`src/rtl/sync_fifo_pkg.sv`:
```
// Shared constants and helpers for the flexible-depth synchronous FIFO.
// Pointer wrap is an explicit compare, so DEPTH need not be a power of two.
package sync_fifo_pkg;

  localparam int FIFO_STD  = 0;
  localparam int FIFO_FWFT = 1;

  function automatic int cnt_w(input int depth);
    return $clog2(depth + 1);
  endfunction

  function automatic int unsigned ptr_inc(input int unsigned ptr, input int unsigned depth);
    return (ptr >= depth - 1) ? 32'd0 : ptr + 32'd1;
  endfunction

endpackage

```
`src/rtl/sync_fifo_flex_if.sv`:
```
// Producer/consumer handshake and status bundle for sync_fifo_flex.
// The master side is the client; the slave side is the FIFO itself.
interface sync_fifo_flex_if
  import sync_fifo_pkg::*;
#(
  parameter int WIDTH = 8,
  parameter int DEPTH = 8
);
  localparam int CNT_W = cnt_w(DEPTH);

  logic             wr_en;
  logic [WIDTH-1:0] data_in;
  logic             rd_en;
  logic [WIDTH-1:0] data_out;
  logic             rd_valid;
  logic             full;
  logic             empty;
  logic             almost_full;
  logic             almost_empty;
  logic [CNT_W-1:0] count;
  logic             overflow;
  logic             underflow;
  logic             err_clr;

  modport master (
    output wr_en, data_in, rd_en, err_clr,
    input  data_out, rd_valid, full, empty, almost_full, almost_empty,
           count, overflow, underflow
  );

  modport slave (
    input  wr_en, data_in, rd_en, err_clr,
    output data_out, rd_valid, full, empty, almost_full, almost_empty,
           count, overflow, underflow
  );

endinterface

```
`src/rtl/sync_fifo_ram.sv`:
```
// DEPTH x WIDTH storage: synchronous write, read port either combinational
// (fall-through) or registered with a reset-to-zero output holding register.
module sync_fifo_ram
  import sync_fifo_pkg::*;
#(
  parameter int WIDTH  = 8,
  parameter int DEPTH  = 8,
  parameter int FWFT   = FIFO_STD,
  parameter int ADDR_W = 3
) (
  input  logic              clk,
  input  logic              rst_n,
  input  logic              we,
  input  logic [ADDR_W-1:0] waddr,
  input  logic [WIDTH-1:0]  wdata,
  input  logic              re,
  input  logic [ADDR_W-1:0] raddr,
  output logic [WIDTH-1:0]  rdata
);

  logic [WIDTH-1:0] mem [DEPTH];

  // Storage is intentionally not reset; occupancy alone defines valid entries.
  always_ff @(posedge clk) begin
    if (we) mem[waddr] <= wdata;
  end

  generate
    if (FWFT == FIFO_FWFT) begin : g_fwft
      logic unused_rd;
      assign unused_rd = re ^ rst_n;
      assign rdata     = mem[raddr];
    end else begin : g_std
      logic [WIDTH-1:0] rdata_d, rdata_q;

      always_comb begin
        rdata_d = rdata_q;
        if (re) rdata_d = mem[raddr];
      end

      always_ff @(posedge clk or negedge rst_n) begin
        if (!rst_n) rdata_q <= '0;
        else        rdata_q <= rdata_d;
      end

      assign rdata = rdata_q;
    end
  endgenerate

endmodule

```
`src/rtl/sync_fifo_flex.sv`:
```
// Single-clock FIFO of arbitrary depth: pointers, occupancy counter,
// registered status flags and sticky overflow/underflow errors.
module sync_fifo_flex
  import sync_fifo_pkg::*;
#(
  parameter int WIDTH     = 8,
  parameter int DEPTH     = 8,
  parameter int AFULL_TH  = DEPTH - 1,
  parameter int AEMPTY_TH = 1,
  parameter int FWFT      = FIFO_STD
) (
  input  logic            clk,
  input  logic            rst_n,
  sync_fifo_flex_if.slave bus
);

  localparam int ADDR_W = (DEPTH > 1) ? $clog2(DEPTH) : 1;
  localparam int CNT_W  = cnt_w(DEPTH);

  generate
    if (WIDTH < 1)                                 begin : g_bad_width  $error("sync_fifo_flex: WIDTH must be >= 1");                  end
    if (DEPTH < 2)                                 begin : g_bad_depth  $error("sync_fifo_flex: DEPTH must be >= 2");                  end
    if (AFULL_TH < 1 || AFULL_TH > DEPTH)          begin : g_bad_afull  $error("sync_fifo_flex: AFULL_TH must be in 1..DEPTH");        end
    if (AEMPTY_TH < 0 || AEMPTY_TH > DEPTH - 1)    begin : g_bad_aempty $error("sync_fifo_flex: AEMPTY_TH must be in 0..DEPTH-1");     end
    if (FWFT != FIFO_STD && FWFT != FIFO_FWFT)     begin : g_bad_mode   $error("sync_fifo_flex: FWFT must be 0 or 1");                 end
  endgenerate

  logic [ADDR_W-1:0] wr_ptr_d, wr_ptr_q, rd_ptr_d, rd_ptr_q;
  logic [CNT_W-1:0]  count_d, count_q;
  logic              full_d, full_q, empty_d, empty_q;
  logic              afull_d, afull_q, aempty_d, aempty_q;
  logic              ovf_d, ovf_q, unf_d, unf_q;
  logic              rd_valid_d, rd_valid_q;
  logic              wr_acc, rd_acc;
  logic [WIDTH-1:0]  ram_rdata;

  // Acceptance uses the registered flags, so a full FIFO rejects a write even
  // when a read frees a slot in the same cycle.
  assign wr_acc = bus.wr_en & ~full_q;
  assign rd_acc = bus.rd_en & ~empty_q;

  always_comb begin
    wr_ptr_d = wr_ptr_q;
    rd_ptr_d = rd_ptr_q;
    count_d  = count_q;
    if (wr_acc) wr_ptr_d = ADDR_W'(ptr_inc(32'(wr_ptr_q), DEPTH));
    if (rd_acc) rd_ptr_d = ADDR_W'(ptr_inc(32'(rd_ptr_q), DEPTH));
    unique case ({wr_acc, rd_acc})
      2'b10:   count_d = count_q + CNT_W'(1);
      2'b01:   count_d = count_q - CNT_W'(1);
      default: count_d = count_q;
    endcase
  end

  // Flags come from the next count so they line up with count itself.
  always_comb begin
    full_d     = (count_d == CNT_W'(DEPTH));
    empty_d    = (count_d == '0);
    afull_d    = (count_d >= CNT_W'(AFULL_TH));
    aempty_d   = (count_d <= CNT_W'(AEMPTY_TH));
    ovf_d      = (bus.wr_en & full_q)  | (ovf_q & ~bus.err_clr);
    unf_d      = (bus.rd_en & empty_q) | (unf_q & ~bus.err_clr);
    rd_valid_d = (FWFT == FIFO_STD) && rd_acc;
  end

  always_ff @(posedge clk or negedge rst_n) begin
    if (!rst_n) begin
      wr_ptr_q   <= '0;
      rd_ptr_q   <= '0;
      count_q    <= '0;
      full_q     <= 1'b0;
      empty_q    <= 1'b1;
      afull_q    <= 1'b0;
      aempty_q   <= 1'b1;
      ovf_q      <= 1'b0;
      unf_q      <= 1'b0;
      rd_valid_q <= 1'b0;
    end else begin
      wr_ptr_q   <= wr_ptr_d;
      rd_ptr_q   <= rd_ptr_d;
      count_q    <= count_d;
      full_q     <= full_d;
      empty_q    <= empty_d;
      afull_q    <= afull_d;
      aempty_q   <= aempty_d;
      ovf_q      <= ovf_d;
      unf_q      <= unf_d;
      rd_valid_q <= rd_valid_d;
    end
  end

  sync_fifo_ram #(
    .WIDTH  (WIDTH),
    .DEPTH  (DEPTH),
    .FWFT   (FWFT),
    .ADDR_W (ADDR_W)
  ) u_ram (
    .clk   (clk),
    .rst_n (rst_n),
    .we    (wr_acc),
    .waddr (wr_ptr_q),
    .wdata (bus.data_in),
    .re    (rd_acc),
    .raddr (rd_ptr_q),
    .rdata (ram_rdata)
  );

  // In fall-through mode the head is only meaningful while non-empty; force
  // zero otherwise so unwritten storage never leaks out.
  generate
    if (FWFT == FIFO_FWFT) begin : g_out_fwft
      assign bus.data_out = empty_q ? '0 : ram_rdata;
      assign bus.rd_valid = ~empty_q;
    end else begin : g_out_std
      assign bus.data_out = ram_rdata;
      assign bus.rd_valid = rd_valid_q;
    end
  endgenerate

  assign bus.full         = full_q;
  assign bus.empty        = empty_q;
  assign bus.almost_full  = afull_q;
  assign bus.almost_empty = aempty_q;
  assign bus.count        = count_q;
  assign bus.overflow     = ovf_q;
  assign bus.underflow    = unf_q;

endmodule

```
`src/flat_wrapper.sv`:
```
// flat-port wrapper written by rule: the top's interface ports become plain ports
module sync_fifo_flex_flat import sync_fifo_pkg::*;
#(
  parameter int WIDTH     = 8,
  parameter int DEPTH     = 8,
  parameter int AFULL_TH  = DEPTH - 1,
  parameter int AEMPTY_TH = 1,
  parameter int FWFT      = FIFO_STD
)
  (clk, rst_n, bus_wr_en, bus_data_in, bus_rd_en, bus_err_clr, bus_data_out, bus_rd_valid, bus_full, bus_empty, bus_almost_full, bus_almost_empty, bus_count, bus_overflow, bus_underflow);
  sync_fifo_flex_if #(.WIDTH(WIDTH), .DEPTH(DEPTH)) bus_i ();
  input  logic clk;
  input  logic rst_n;
  input wire logic [$bits(bus_i.wr_en)-1:0] bus_wr_en;
  input wire logic [$bits(bus_i.data_in)-1:0] bus_data_in;
  input wire logic [$bits(bus_i.rd_en)-1:0] bus_rd_en;
  input wire logic [$bits(bus_i.err_clr)-1:0] bus_err_clr;
  output wire logic [$bits(bus_i.data_out)-1:0] bus_data_out;
  output wire logic [$bits(bus_i.rd_valid)-1:0] bus_rd_valid;
  output wire logic [$bits(bus_i.full)-1:0] bus_full;
  output wire logic [$bits(bus_i.empty)-1:0] bus_empty;
  output wire logic [$bits(bus_i.almost_full)-1:0] bus_almost_full;
  output wire logic [$bits(bus_i.almost_empty)-1:0] bus_almost_empty;
  output wire logic [$bits(bus_i.count)-1:0] bus_count;
  output wire logic [$bits(bus_i.overflow)-1:0] bus_overflow;
  output wire logic [$bits(bus_i.underflow)-1:0] bus_underflow;
  assign bus_i.wr_en = bus_wr_en;
  assign bus_i.data_in = bus_data_in;
  assign bus_i.rd_en = bus_rd_en;
  assign bus_i.err_clr = bus_err_clr;
  assign bus_data_out = bus_i.data_out;
  assign bus_rd_valid = bus_i.rd_valid;
  assign bus_full = bus_i.full;
  assign bus_empty = bus_i.empty;
  assign bus_almost_full = bus_i.almost_full;
  assign bus_almost_empty = bus_i.almost_empty;
  assign bus_count = bus_i.count;
  assign bus_overflow = bus_i.overflow;
  assign bus_underflow = bus_i.underflow;
  sync_fifo_flex #(.WIDTH(WIDTH), .DEPTH(DEPTH), .AFULL_TH(AFULL_TH), .AEMPTY_TH(AEMPTY_TH), .FWFT(FWFT)) u_core (.clk(clk), .rst_n(rst_n), .bus(bus_i));
endmodule
```
`config.mk`:
```
export PLATFORM = sky130hd
export DESIGN_NAME = sync_fifo_flex_flat
export DESIGN_NICKNAME = d
export VERILOG_FILES = /design/src/rtl/sync_fifo_pkg.sv /design/src/rtl/sync_fifo_flex_if.sv /design/src/rtl/sync_fifo_ram.sv /design/src/rtl/sync_fifo_flex.sv /design/src/flat_wrapper.sv
export SDC_FILE = /design/constraint.sdc
export NUM_CORES = 1
export LEC_CHECK = 0
export CELL_PAD_IN_SITES_DETAIL_PLACEMENT = 1
export CELL_PAD_IN_SITES_GLOBAL_PLACEMENT = 1
export CORE_ASPECT_RATIO = 1.5
export CORE_MARGIN = 1.5
export CORE_UTILIZATION = 45
export DETAILED_ROUTE_END_ITERATION = 6
export PLACE_DENSITY_LB_ADDON = 0.3
export RECOVER_POWER = 25
export SYNTH_ARGS = -nofsm -noshare
export SYNTH_HDL_FRONTEND = slang
export SYNTH_HIERARCHICAL = 1
export SYNTH_SLANG_ARGS = --single-unit
```
`constraint.sdc`:
```
create_clock -name clk -period 3 [get_ports clk]
set_input_delay 0.45 -clock clk [delete_from_list [all_inputs] [get_ports clk]]
set_output_delay 0.45 -clock clk [all_outputs]
set_load 0.03 [all_outputs]
```
==> impl_metrics.toml, run 1 <==
[outcome]
status = "finished, final reports clean"

[final_layout]
layout.nets = 307
final_cells = 398
synthToLayoutAreaGrowth_pct = 20.0
postLayoutCellArea_sq_mm = 0.00447
n_antenna_cell = 0
most-common-layout-cells = "64 x edfxtp_1, 24 x mux2i_1, 22 x clkdlybuf4s50_1, 22 x dfrtp_1, 16 x nor2b_1"
final_common_cell = "edfxtp_1"
layout-drive-gt1-share_pct = 13.0

[logic_synthesis]
yosysWarnings = 6
synth_top_area_share_pct = 51.6
ys_ff_latch = 89
syn_nets = 263
async_flop_share_pct = 28.1
syn_inst = 244
yosysTopAreaCell = "edfxtp_1"
synth_edf_count = 64
yosysSeqAreaShare_pct = 68.4
synth_cell_types = 45
netlist_area_sq_mm = 0.00373
syn_avg_cell_area_sq_um = 15.3
synth_area_leaders = "edfxtp_1 52%, dfrtp_1 15%, mux2i_1 6.4%"
synthFlopType = "edfxtp_1"

[clock_network]
cts_inserted_buffers = 9
htree_levels = 3
cts_tree = "yes"
clockBufferDepth = 2
clk_pin_slew_ps = 60
post_cts_buffers = 0
cts-root-buf = "clkbuf_16"
clkSinkCount = 89
cts-resized-gates = 0
insertion_delay_ps = 330
cts_hold_buf = 0

[detailed_routing]
routed_wl_mm = 8.14
firstDrtPassIters = 4
drt-initial-drc-count = 129
drc = 0
routedWlPerCell_um = 20.5
num_vias = 2140
route.antenna.remaining_nets = 0
vias_per_cell = 5.38

[run]
cap_violations = 0

[global_routing]
grt_max_degree = 45
grtUsageTotal_pct = 20.3
grt_antenna_before_repair = 0
grt_overflow = 0
grt_pass1_vias = 2333
grt_pass1_wl_mm = 13.0

[sta]
relSlewSlack_pct = 29.9
clock.fmax_mhz = 408
fin_setup_tns_ps = 0
clock_skew_ps = 6.26
fin_ws_ps = 552
rsz0062_at_grt = "no"
hold_violations = 0
drv_slew = 0
worst_pin_slew_ps = 1050
period_minus_slack_ps = 2450
setup_viol = 0
layout_worst_path_cycle_share_pct = 81.6

[setup_path]
cp.required_ps = 3230
crit_type = "in2reg"
path_buf_inv = 2
arrival_ps = 2680
crit_fanout = 9
critPathTopFamily = "simple AND/OR/NAND/NOR gates"
worstPathCellList = "dlygate4sd3_1, nand2b_4, inv_1, ha_1, and4b_1, o21ai_1, a221oi_2, xor2_2, nor4b_2"
startpoint_type = "input port"
cpPeakStageDelay_ps = 590
endpoint_kind = "flop"
cpMaxStageDelayCell = "dlygate4sd3_1"

[pwr]
peakVddDrop_mv = 0.636
power.density_mw_per_mm2 = 1010
leakage_nw = 1.69

[placed_design]
dpl.cell_count = 382
dp_hpwl_mm = 5.51
port_buffers = 31
placed_cell_area_sq_mm = 0.00418
dpl_worst_slack_ps = 328
globalplace.congestion = 0.718

[worst_hold_path]
hp-class = "reg2reg"

[floorplanning]
die_h_um = 114
rows = 40
num_io_pins = 32
dieArea_sq_mm = 0.00885
initial_core_util_pct = 46.5
die_w_um = 77.3
design.core.area_sq_mm = 0.00801
-- worst register-to-register path: stages, from the launching register on --
cell and delay [ps]:
dfstp_2 540, nand2b_4 180, inv_1 60, ha_1 230, and4b_1 310, o21ai_1 90, a221oi_2 330, xor2_2 260
nor4b_2 230
-- final timing paths --
path	startpoint	to	slack, ps	cells past startpoint
max in group asynchronous	rst_n	u_core/bus.empty	1670	2
min in group asynchronous	rst_n	u_core/bus.underflow	610	1
worst max register to register	u_core/bus.empty	u_core/bus.full	690	8
worst min register to register	u_core/bus.underflow	u_core/bus.underflow	530	2
worst max-delay path	bus_rd_en	u_core/bus.full	550	9
worst min-delay path	u_core/bus.underflow	u_core/bus.underflow	530	2
-- flip-flops by register name (all words and copies together), names as in the netlist --
signal and flops:
u_core/bus.overflow 1, u_core/bus.underflow 1, u_core/bus.almost_empty 1, u_core/u_ram/rdata 8, u_core/wr_ptr_q 3, u_core/bus.rd_valid 1
u_core/bus.empty 1, u_core/bus.full 1, u_core/rd_ptr_q 3, u_core/bus.count 4, u_core/u_ram/mem 64, u_core/bus.almost_full 1
-- synth_stat cells (2+ instances only) --
master,number
a211o_1,8
a21o_1,2
a22oi_1,8
a41o_1,8
and3_1,2
buf_2,2
buf_4,2
buf_6,4
dfrtp_1,23
dfstp_2,2
edfxtp_1,64
ha_1,6
inv_1,3
mux2i_1,24
nand2_1,9
nand2b_1,4
nand2b_4,2
nand3_1,8
nand3b_1,4
nor2_1,6
nor2b_1,16
nor3_1,7
nor3b_1,2
o21ai_0,6
xnor2_1,2
-- report_power, final --
part | leakage (nW) | switching [mW] | internal, mW
clock | 0.147 | 0.414 | 0.687
combinational | 0.656 | 0.877 | 0.667
sequential | 0.882 | 0.259 | 1.61
total | 1.69 | 1.55 | 2.96
-- metrics by stage --
stage / util, % / hold WS (ps) / total power [mW]
final: 55.9 / 528 / 4.51
after global routing: 55.9 / 560 / 4.76
after CTS: 55.9 / 538 / 4.58
after detailed placement: 52.1 / 515 / 3.45
after global placement: 52.1 / 510 / 3.39
after floorplan: - / 154 / 2.88
-- metal layers --
metal  vias up  part of all wire (%)  global-route usage, %
met1      1072                    41                   23.2
met5         -                     0                      0
met4         0                   1.7                   8.97
li1       1018                     -                      -
met3        12                   2.7                   3.27
met2        38                    54                   37.3
-- cells by family after synthesis --
| kind of cell | after synthesis | synth area share [%] |
|---|---|---|
| compound gates | 39 | 8.29 |
| buf+inv | 16 | 3.02 |
| simple gates | 65 | 10.4 |
| xor+xnor | 4 | 1.14 |
| flops | 89 | 68.4 |
| fa+ha+maj | 6 | 2.01 |
| mux | 25 | 6.75 |
-- final cells by class --
class                           count  area [sq um]
Inverter                            5          20.0
Timing Repair Buffer               44           408
Sequential cell                    89          2550
Clock inverter                      3          38.8
Multi-Input combinational cell    139          1060
Tap cell                          105           131
Fill cell                         796          3530
Clock buffer                       13           260
Power figures use the tool's default switching activity.
==> run 2, diff against run 1 <==
clock period = 2.5 ns   (was 3 ns; I/O delays follow)
==> run 2 against run 1 <==
Net effect:
- utilization is 0.062 points higher
- register-to-register slack worse by 510 ps
- clock power is 22% higher
==> impl_metrics.toml, run 2 (synthesized netlist as in run 1, its figures left out) <==
[outcome]
status = "finished, final reports clean"

[setup_path]
cpMaxStageDelayCell = "dlygate4sd3_1"
reg2reg_depth = 8
r2r_end = "u_core/bus.full"
rr_startpoint = "u_core/bus.empty"
crit_fanout = 5
startpoint_type = "input port"
critPathTopFamily = "buffers and inverters"
path_buf_inv = 1
endpoint_kind = "flop"
worstPathCellList = "dlygate4sd3_1, nand2b_4, ha_1, and4b_1, o21ai_1, a221oi_2, xor2_2, nor4b_2"
cpPeakStageDelay_ps = 610
crit_type = "in2reg"
cp.required_ps = 2740
arrival_ps = 2570
r2r_slack_ps = 180

[sta]
clock_skew_ps = 6.40
period_minus_slack_ps = 2330
setup_viol = 0
rsz0062_at_grt = "no"
layout_worst_path_cycle_share_pct = 93.2
worst_pin_slew_ps = 1440
fin_setup_tns_ps = 0
hold_violations = 0
relSlewSlack_pct = 4.09
clock.fmax_mhz = 429
fin_hold_ws_ps = 526
drv_slew = 0

[detailed_routing]
drt-initial-drc-count = 146
drc = 0
num_vias = 2205
firstDrtPassIters = 4
route.antenna.remaining_nets = 0
routedWlPerCell_um = 19.9
routed_wl_mm = 7.95
vias_per_cell = 5.53

[global_routing]
grtUsageTotal_pct = 19.6
grt_pass1_vias = 2374
grt_pass1_wl_mm = 12.6
grt_antenna_before_repair = 0
grt_overflow = 0
grt_max_degree = 45

[worst_hold_path]
hp-class = "reg2reg"
whs_endpoint = "u_core/bus.overflow"
hp-start = "u_core/bus.full"
hold_path_depth = 2

[clock_network]
clk_pin_slew_ps = 50
cts-resized-gates = 0
cts_hold_buf = 0
insertion_delay_ps = 340
post_cts_buffers = 0
clkSinkCount = 89
cts_tree = "yes"
cts_inserted_buffers = 9
htree_levels = 3
cts-root-buf = "clkbuf_16"
clockBufferDepth = 2

[floorplanning]
die_w_um = 77.3
die_h_um = 114
initial_core_util_pct = 46.5
rows = 40
dieArea_sq_mm = 0.00885
num_io_pins = 32
design.core.area_sq_mm = 0.00801

[final_layout]
synthToLayoutAreaGrowth_pct = 20.2
layout.nets = 308
most-common-layout-cells = "64 x edfxtp_1, 26 x clkdlybuf4s50_1, 24 x mux2i_1, 22 x dfrtp_1, 16 x nor2b_1"
max_flop_register = "u_core/u_ram/mem"
layout-drive-gt1-share_pct = 13.3
n_antenna_cell = 0
final_cells = 399
largest_reg_flops = 64
postLayoutCellArea_sq_mm = 0.00448
final_common_cell = "edfxtp_1"

[placed_design]
dp_hpwl_mm = 5.25
placed_cell_area_sq_mm = 0.00418
globalplace.congestion = 0.721
dpl.cell_count = 383
port_buffers = 31

[run]
cap_violations = 0

[pwr]
power.density_mw_per_mm2 = 1210
peakVddDrop_mv = 0.640
power.total_mw = 5.42
leakage_nw = 1.69
-- run 2: cell type report --
class / count / area, sq um
fill: 767 / 3530
sequential: 89 / 2550
multi-input combinational: 139 / 1060
timing repair buffer: 45 / 412
clock buffer: 13 / 260
tap: 105 / 131
clock inverter: 3 / 40.0
inverter: 5 / 20.0
-- run 2: per-stage QoR --
step	util [%]	worst slack, ps
after CTS	56.0	190
final	55.9	170
after detailed placement	52.2	-66.4
after floorplan	-	218
after global placement	52.2	33.3
after global routing	55.9	4.64
-- run 2: layer usage --
metal,up-vias,part of all wire (%),global-route usage [%]
met3,10,3.4,3.43
met2,50,57,35.6
met1,1124,38,22.3
li1,1021,-,-
met5,-,0,0
met4,0,1.7,9.21
-- run 2: how the worst max path moves through the flow --
stage                        to  cells past startpoint             start
2_1_floorplan   u_core/bus.full                      9  u_core/bus.empty
3_3_place_gp    u_core/bus.full                      9         bus_rd_en
3_5_place_dp    u_core/bus.full                      9         bus_rd_en
4_1_cts         u_core/bus.full                      8  u_core/bus.empty
5_1_grt        u_core/bus.empty                     11         bus_rd_en
6_report        u_core/bus.full                      8         bus_wr_en
-- run 2: where the power goes --
group	leakage, nW	switching, mW	internal (mW)	total (mW)
combinational	0.656	0.992	0.802	1.79
sequential	0.882	0.355	1.93	2.29
clock	0.150	0.515	0.826	1.34
-- run 2: tightest hold or removal path: stages, from the launching register on --
cell     delay [ps]
dfrtp_1         360
nand2_1          60
o21ai_0          60
==> run 3, diff against run 2 <==
CORE_ASPECT_RATIO = 1.1   (was 1.5)
SLEW_MARGIN = 20   (was default)
==> run 3 against run 2 <==
Net effect:
- clock-buffer cell count is 2 higher
- largest power group unchanged
- wire length decreased by 1.1%
- non-clock buffer count is 1 higher
- combinational power about the same
- sequential power is essentially flat
- sequential share of layout area rose by 1.1 points
- critical path type unchanged
- clock skew grew 9.8 ps
==> impl_metrics.toml, run 3 (synthesized netlist as in run 1, its figures left out) <==
[sta]
drv_slew = 0
hold_violations = 0
clock.fmax_mhz = 434
fin_ws_ps = 196
clock_skew_ps = 16.2
rsz0062_at_grt = "no"
setup_viol = 0
period_minus_slack_ps = 2300
worst_pin_slew_ps = 1440
fin_setup_tns_ps = 0
layout_worst_path_cycle_share_pct = 92.2
fin_hold_ws_ps = 537
relSlewSlack_pct = 3.97

[setup_path]
reg2reg_depth = 8
startpoint_type = "input port"
cp.required_ps = 2760
crit_fanout = 6
crit_type = "in2reg"
arrival_ps = 2570
endpoint_kind = "flop"

[final_layout]
n_antenna_cell = 0
final_common_cell = "edfxtp_1"
fillers = 790
seq_area_sq_mm = 0.00255
multi_input_area_sq_mm = 0.00106
layout-drive-gt1-share_pct = 13.2
final_util_pct = 55.3
layout.nets = 309
largest_reg_flops = 64
synthToLayoutAreaGrowth_pct = 17.9
max_flop_register = "u_core/u_ram/mem"
most-common-layout-cells = "64 x edfxtp_1, 24 x clkdlybuf4s50_1, 24 x mux2i_1, 22 x dfrtp_1, 16 x nor2b_1"

[placed_design]
dp_hpwl_mm = 5.24
port_buffers = 31
globalplace.congestion = 0.700
dpl_worst_slack_ps = -89.1

[global_routing]
grt_pass1_vias = 2366
grtUsageTotal_pct = 19.2
grt_pass1_wl_mm = 12.8
grt_max_degree = 45
grt_antenna_before_repair = 0
grt_overflow = 0
met1_usage_pct = 24.2
grtUsageMet3_pct = 2.47
grtUsageMet2_pct = 33.7
grt-busiest-layer = "met2"

[floorplanning]
rows = 34
design.core.area_sq_mm = 0.00796
die_h_um = 98.5
die_w_um = 89.8
initial_core_util_pct = 46.9
num_io_pins = 32
dieArea_sq_mm = 0.00884

[clock_network]
cts_hold_buf = 0
cts-resized-gates = 0
post_cts_buffers = 0
clk_pin_slew_ps = 80
cts-root-buf = "clkbuf_8"
htree_levels = 3
insertion_delay_ps = 360
clockBufferDepth = 2
cts_tree = "yes"
clkSinkCount = 89
cts_inserted_buffers = 9

[pwr]
leakage_nw = 1.65
power.total_mw = 5.08
peakVddDrop_mv = 0.693
power.density_mw_per_mm2 = 1160

[detailed_routing]
routedWlPerCell_um = 19.5
num_vias = 2212
routed_wl_mm = 7.87
route.antenna.remaining_nets = 0
drt-initial-drc-count = 73
drc = 0
firstDrtPassIters = 4
vias_per_cell = 5.49

[worst_hold_path]
hold_path_depth = 2
hp-class = "reg2reg"

[outcome]
status = "finished, final reports clean"

[run]
cap_violations = 0
==> run 3: per-layer routing <==
layer	wire (um)	share of wire (%)
met2	4150	53
met1	3410	43
met3	191	2.4
met5	0	0
met4	119	1.5
==> run 3: final timing paths <==
kind | from | endpoint | slack [ps]
hold reg to reg | u_core/bus.underflow | u_core/bus.underflow | 540
min in group asynchronous | rst_n | u_core/u_ram/rdata[4] | 880
max in group asynchronous | rst_n | u_core/rd_ptr_q[0] | 670
setup / recovery | bus_rd_en | u_core/bus.full | 200
setup reg to reg | u_core/bus.empty | u_core/bus.full | 240
hold / removal | u_core/bus.underflow | u_core/bus.underflow | 540
==> run 3: power by group <==
part	total, mW	leakage, nW	internal [mW]	switching, mW
Combinational	1.82	0.662	0.813	1.00
Sequential	2.27	0.882	1.93	0.346
Clock	0.986	0.105	0.512	0.474
==> run 3: critical path, cell delays in order <==
cell and delay (ps):
dlygate4sd3_1 600, nand2b_4 130, inv_1 50, ha_1 230, and4b_1 280, o21ai_1 80, a221oi_2 340, xor2_2 260
nor4b_2 220
==> run 3: area by class of cell <==
type                       count  share of cell area [%]
sequential                    89                    58.0
timing repair buffer          46                    9.54
clock buffer                  15                    4.53
multi-input combinational    139                    24.2
tap                          108                    3.07
inverter                       5                   0.455
clock inverter                 1                   0.142
==> run 3: per-stage QoR <==
stage	cell area (sq um)	instances
global route	4400	403
floorplan	3730	244
global placement	4190	387
detailed placement	4190	387
CTS	4400	403
finish	4400	403
